### src/rtl/cpu6_ifu_pkg.sv
// ============================================================================
// Module      : cpu6_ifu_pkg
// Description : Shared widths, reset PC and fetch-buffer entry type for the
//               cpu6 instruction fetch unit.
// Revision    : 1.0  initial release
// ============================================================================
`default_nettype none

package cpu6_ifu_pkg;

    localparam int          CPU6_XLEN        = 32;
    localparam logic [31:0] CPU6_RESET_PC    = 32'h0000_0000;
    localparam int          CPU6_OPCODE_SIZE = 7;
    localparam int          CPU6_FUNCT3_SIZE = 3;
    localparam int          CPU6_FUNCT7_SIZE = 7;

    typedef struct packed {
        logic [CPU6_XLEN-1:0] pc;
        logic [CPU6_XLEN-1:0] word;
    } fetch_entry_t;

endpackage : cpu6_ifu_pkg

`default_nettype wire

### src/rtl/cpu6_ifu_fifo.sv
// ============================================================================
// Module      : cpu6_ifu_fifo
// Description : Synchronous in-order FIFO with flush; head reads zero when empty.
// Revision    : 1.0  initial release
// ============================================================================
`default_nettype none

module cpu6_ifu_fifo #(
    parameter int WIDTH = 64,
    parameter int DEPTH = 2,
    parameter int CNT_W = $clog2(DEPTH) + 1
) (
    input  logic             clk,
    input  logic             resetn,
    input  logic             flush,
    input  logic             push,
    input  logic [WIDTH-1:0] push_data,
    input  logic             pop,
    output logic [WIDTH-1:0] head,
    output logic [CNT_W-1:0] count
);

    localparam int AW = $clog2(DEPTH);

    logic [WIDTH-1:0] r_mem [DEPTH];
    logic [AW-1:0]    r_rd_ptr;
    logic [AW-1:0]    r_wr_ptr;
    logic [CNT_W-1:0] r_count;

    always_ff @(posedge clk) begin
        if (!resetn || flush) begin
            r_rd_ptr <= '0;
            r_wr_ptr <= '0;
            r_count  <= '0;
        end else begin
            if (push) r_wr_ptr <= r_wr_ptr + AW'(1);
            if (pop)  r_rd_ptr <= r_rd_ptr + AW'(1);
            r_count <= r_count + CNT_W'(push) - CNT_W'(pop);
        end
    end

    always_ff @(posedge clk) begin
        if (resetn && !flush && push) r_mem[r_wr_ptr] <= push_data;
    end

    // Upstream credit accounting must never let a push land on a full buffer.
    a_no_overflow: assert property (@(posedge clk) disable iff (!resetn)
        !(push && !flush && r_count == CNT_W'(DEPTH)));

    assign head  = (r_count != '0) ? r_mem[r_rd_ptr] : '0;
    assign count = r_count;

endmodule : cpu6_ifu_fifo

`default_nettype wire

### src/rtl/cpu6_ifu.sv
// ============================================================================
// Module      : cpu6_ifu
// Description : cpu6 instruction fetch unit: PC, credit-limited fetch issue,
//               response buffering and redirect flush.
// Revision    : 1.0  initial release
// ============================================================================
`default_nettype none

module cpu6_ifu
    import cpu6_ifu_pkg::*;
#(
    parameter logic [31:0] RESET_PC = CPU6_RESET_PC,
    parameter int          DEPTH    = 2
) (
    input  logic                        clk,
    input  logic                        resetn,
    output logic                        imem_req,
    output logic [31:0]                 imem_addr,
    input  logic                        imem_ack,
    input  logic                        imem_rvalid,
    input  logic [31:0]                 imem_rdata,
    input  logic                        redirect,
    input  logic [31:0]                 redirect_pc,
    output logic                        instr_valid,
    input  logic                        instr_ready,
    output logic [31:0]                 instr,
    output logic [31:0]                 instr_pc,
    output logic [CPU6_OPCODE_SIZE-1:0] op,
    output logic [CPU6_FUNCT3_SIZE-1:0] funct3,
    output logic [CPU6_FUNCT7_SIZE-1:0] funct7
);

    localparam int CW = $clog2(DEPTH) + 1;

    logic [31:0]   r_pc;
    logic [CW-1:0] r_outstanding;
    logic [CW-1:0] r_drop;

    logic [CW-1:0] w_count;
    logic [CW:0]   w_inflight;
    logic          w_deq;
    logic          w_acc;
    logic          w_push;
    fetch_entry_t  w_push_entry;
    fetch_entry_t  w_head;

    assign w_deq      = instr_valid & instr_ready;
    assign w_inflight = {1'b0, r_outstanding} + {1'b0, w_count};
    assign imem_req   = resetn & ~redirect &
                        ((w_inflight - (CW+1)'(w_deq)) < (CW+1)'(DEPTH));
    assign imem_addr  = r_pc;
    assign w_acc      = imem_req & imem_ack;

    // When nothing is pending a drop, the oldest in-flight request was issued
    // exactly r_outstanding words behind the next fetch address.
    assign w_push            = imem_rvalid & ~redirect & (r_drop == '0);
    assign w_push_entry.pc   = r_pc - (32'(r_outstanding) << 2);
    assign w_push_entry.word = imem_rdata;

    always_ff @(posedge clk) begin
        if (!resetn) begin
            r_pc          <= RESET_PC;
            r_outstanding <= '0;
            r_drop        <= '0;
        end else if (redirect) begin
            r_pc          <= redirect_pc & ~32'd3;
            // Every request still in flight is stale now, including those
            // already counted in r_drop, so the drop count is reloaded.
            r_drop        <= r_outstanding - CW'(imem_rvalid);
            r_outstanding <= r_outstanding - CW'(imem_rvalid);
        end else begin
            if (w_acc) r_pc <= r_pc + 32'd4;
            r_outstanding <= r_outstanding + CW'(w_acc) - CW'(imem_rvalid);
            if (imem_rvalid && r_drop != '0) r_drop <= r_drop - CW'(1);
        end
    end

    cpu6_ifu_fifo #(
        .WIDTH ($bits(fetch_entry_t)),
        .DEPTH (DEPTH),
        .CNT_W (CW)
    ) u_fifo (
        .clk       (clk),
        .resetn    (resetn),
        .flush     (redirect),
        .push      (w_push),
        .push_data (w_push_entry),
        .pop       (w_deq),
        .head      (w_head),
        .count     (w_count)
    );

    assign instr_valid = (w_count != '0) & ~redirect;
    assign instr       = w_head.word;
    assign instr_pc    = w_head.pc;
    assign op          = instr[6:0];
    assign funct3      = instr[14:12];
    assign funct7      = instr[31:25];

endmodule : cpu6_ifu

`default_nettype wire

### config.mk
export PLATFORM = sky130hd
export DESIGN_NAME = cpu6_ifu
export DESIGN_NICKNAME = d
export VERILOG_FILES = /design/src/rtl/cpu6_ifu_pkg.sv /design/src/rtl/cpu6_ifu_fifo.sv /design/src/rtl/cpu6_ifu.sv
export SDC_FILE = /design/constraint.sdc
export NUM_CORES = 1
export LEC_CHECK = 0
export ABC_AREA = 1
export CAP_MARGIN = 20
export CORE_AREA = 8 8 142 144
export CTS_CLUSTER_SIZE = 8
export DETAILED_ROUTE_END_ITERATION = 10
export DIE_AREA = 0 0 150 152
export GPL_TIMING_DRIVEN = 0
export PLACE_DENSITY = 0.74
export SLEW_MARGIN = 10
export SYNTH_ARGS = -nofsm -noshare
export SYNTH_HDL_FRONTEND = slang
export SYNTH_SLANG_ARGS = --single-unit
### constraint.sdc
create_clock -name clk -period 19 [get_ports clk]
set_input_delay 2.85 -clock clk [delete_from_list [all_inputs] [get_ports clk]]
set_output_delay 2.85 -clock clk [all_outputs]
set_load 0.02 [all_outputs]
==> impl_metrics.yaml <==
run_status:
  outcome: "complete, no violations"
floorplan:
  die_y_um: 152
  io-pin-count: 185
  start_util_pct: 46.4
  dieArea_mm2: 0.0228
  core_area_mm2: 0.0178
  rows: 49
  die_x_um: 150
synth:
  synth.area.top_cells: "edfxtp_1 (45%), nand2_1 (13%), dfxtp_1 (9.5%), a21oi_1 (5.4%), inv_1 (3.6%)"
  async_reset_ff_share_pct: 0
  yosys.area.top_type_share_pct: 45.1
  synthTopCellsByCount: "nand2_1 (280), edfxtp_1 (124), a21oi_1 (89)"
  synth_top_area_cell: "edfxtp_1"
  synthFlopType: "edfxtp_1"
  synth_most_common_cell: "nand2_1"
  syn_avg_cell_area_um2: 8.85
  syn_inst: 933
  ys_seq_elements: 163
  ys_warn_count: 0
  ys_seq_area_share_pct: 54.6
  synth_edf_count: 124
  yosys.cell_types.count: 36
  netlist_area_mm2: 0.00826
worst_setup_path:
  critPathMaxFanout: 5
  critPathRequiredTime_ns: 16.15
  worstPathArrival_ns: 5.35
  cp-end-kind: "output pin"
  critPathLaunchType: "input pin"
  path_class: "in2out"
clocking:
  cts_inserted_buffers: 17
  clock_path_buffers: 2
  clock_sinks: 163
  clkLatencyLatePin_ns: 0.42
  postCtsSetupRepairBufs: 0
  htree_levels: 4
  cts-root-buf: "clkbuf_16"
  path_clk_slew_ns: 0.06
  cts_tree: "yes"
  cts-resized-gates: 0
  hold_buffers: 0
timing:
  slew_headroom_pct: 57.2
  tightestPinTransition_ns: 0.642
  worst_slack_ns: 10.80
  min_period_over_period_pct: 43.2
  hold_violations: 0
  fin_crit_ns: 8.20
  skew_ns: 0.0123
  drv_slew: 0
  rsz0062_at_grt: "false"
  tns_ns: 0
  fmax_mhz: 122
  setup_viol: 0
placed_design:
  place_congestion: 0.907
  hpwl_um: 16900
  pre_cts_ws_ns: 10.79
  place_area_mm2: 0.0105
  place_inst: 1355
  port_buffers: 178
finish:
  antennaDiodeCount: 0
  nets: 1226
  fin_area_mm2: 0.0110
  syn_to_final_growth_pct: 33.7
  layout-drive-gt1-share_pct: 9.76
  fin_cells: 1387
drt:
  drc: 0
  dr.pass1.iters: 6
  routedWlPerCell_um: 16.0
  drtAntennaViolNets: 0
  drtIter0Drc: 472
  vias: 6910
  wl_um: 22200
  routed_via_density: 4.98
power_and_ir_drop:
  p_leak_nw: 4.35
  peakVddDrop_uv: 61.0
  power.density_mw_per_mm2: 79.7
grt:
  globalRoute.totalOverflow: 0
  grt_pass1_wl_um: 34700
  grt_pass1_vias: 6653
  grt_max_degree: 17
  grt.total_usage_pct: 19.5
  antenna_found_initial: 0
job:
  cap_violations: 0
worst_hold_path:
  min_path_type: "reg2reg"
[per-stage QoR]
stage	utilization, %	total power [W]	hold slack (ns)
6_report	62.1	0.000880	0.514
5_1_grt	62.1	0.000913	0.568
4_1_cts	62.1	0.000885	0.513
3_5_place_dp	58.8	0.000544	0.496
3_3_place_gp	58.1	0.000542	0.472
2_1_floorplan	-	0.000488	0.461
[per-layer routing]
layer | global-route usage (%) | share of wire, %
met1 | 24.0 | 42
met4 | 4.71 | 1.2
met3 | 4.81 | 7.7
met2 | 33.3 | 49
met5 | 0 | 0
[state kept, by name, indices dropped and copies added, names as in the netlist, named ones only]
signal / cells
u_fifo.r_mem: 124
imem_addr: 30
r_drop: 2
r_outstanding: 2
u_fifo.count: 2
u_fifo.r_rd_ptr: 1
u_fifo.r_wr_ptr: 1
[cell families after synthesis]
family,synth area share [%]
simple gates,23.6
fa+ha+maj,1.85
flops,54.6
buf+inv,8.11
other cells,0.0454
xor+xnor,3.61
compound gates,8.20
[worst paths after layout]
path,start,cells past startpoint,slack (ns),end
worst max-delay path,redirect,14,10.80,imem_req
worst min-delay path,u_fifo.r_rd_ptr,2,0.51,u_fifo.r_rd_ptr
worst max register to register,u_fifo.count[1],18,15.47,r_outstanding[1]
worst min register to register,u_fifo.r_rd_ptr,2,0.51,u_fifo.r_rd_ptr
[worst max-delay path, stage by stage]
cell and delay [ns]:
clkdlybuf4s50_1 0.53, nor2_1 0.21, nand2_1 0.16, inv_1 0.11, nand2_1 0.06, nand2_1 0.06, nand2_1 0.06, fa_1 0.39
inv_1 0.06, nand2_1 0.04, nand2_1 0.07, nand2_1 0.05, nor2_1 0.08, clkdlybuf4s50_1 0.61
[area by class of cell]
| cell class | count | area, um^2 |
|---|---|---|
| Buffer | 61 | 350 |
| Clock buffer | 19 | 433 |
| Clock inverter | 13 | 159 |
| Fill cell | 1575 | 6740 |
| Inverter | 85 | 319 |
| Multi-Input combinational cell | 627 | 3100 |
| Sequential cell | 163 | 4500 |
| Tap cell | 229 | 287 |
| Timing Repair Buffer | 190 | 1890 |
[cells in the final DEF (no fill, tap or decap), types with 2 or more instances in the layout]
cell and instances:
clkinv_1 3, ha_1 9, o21ai_0 32, nor2_4 7, inv_1 79, nor2_1 72
nor3_1 7, clkinv_4 2, nor3_2 2, nand4_1 7, conb_1 4, buf_4 31
nand3_1 47, o21ai_1 2, dfxtp_1 39, clkinvlp_4 4, a31oi_1 5, nor2_2 10
xnor2_1 4, inv_2 5, xor2_1 30, buf_2 9, nand2_4 3, edfxtp_1 124
a211oi_1 3, clkbuf_1 26, clkbuf_16 17, clkdlybuf4s50_1 178, fa_1 2, buf_6 7
a21oi_1 89, nor2_8 3, nand2_1 280, nand2_2 4, bufinv_16 3
[power breakdown]
| part | switching [W] | internal [W] | total, W |
|---|---|---|---|
| clock | 0.000136 | 0.000206 | 0.000342 |
| combinational | 0.0000747 | 0.0000543 | 0.000129 |
| sequential | 0.00000989 | 0.000399 | 0.000409 |
| total | 0.000221 | 0.000659 | 0.000880 |
No activity file was read; power rests on OpenSTA's default activity.
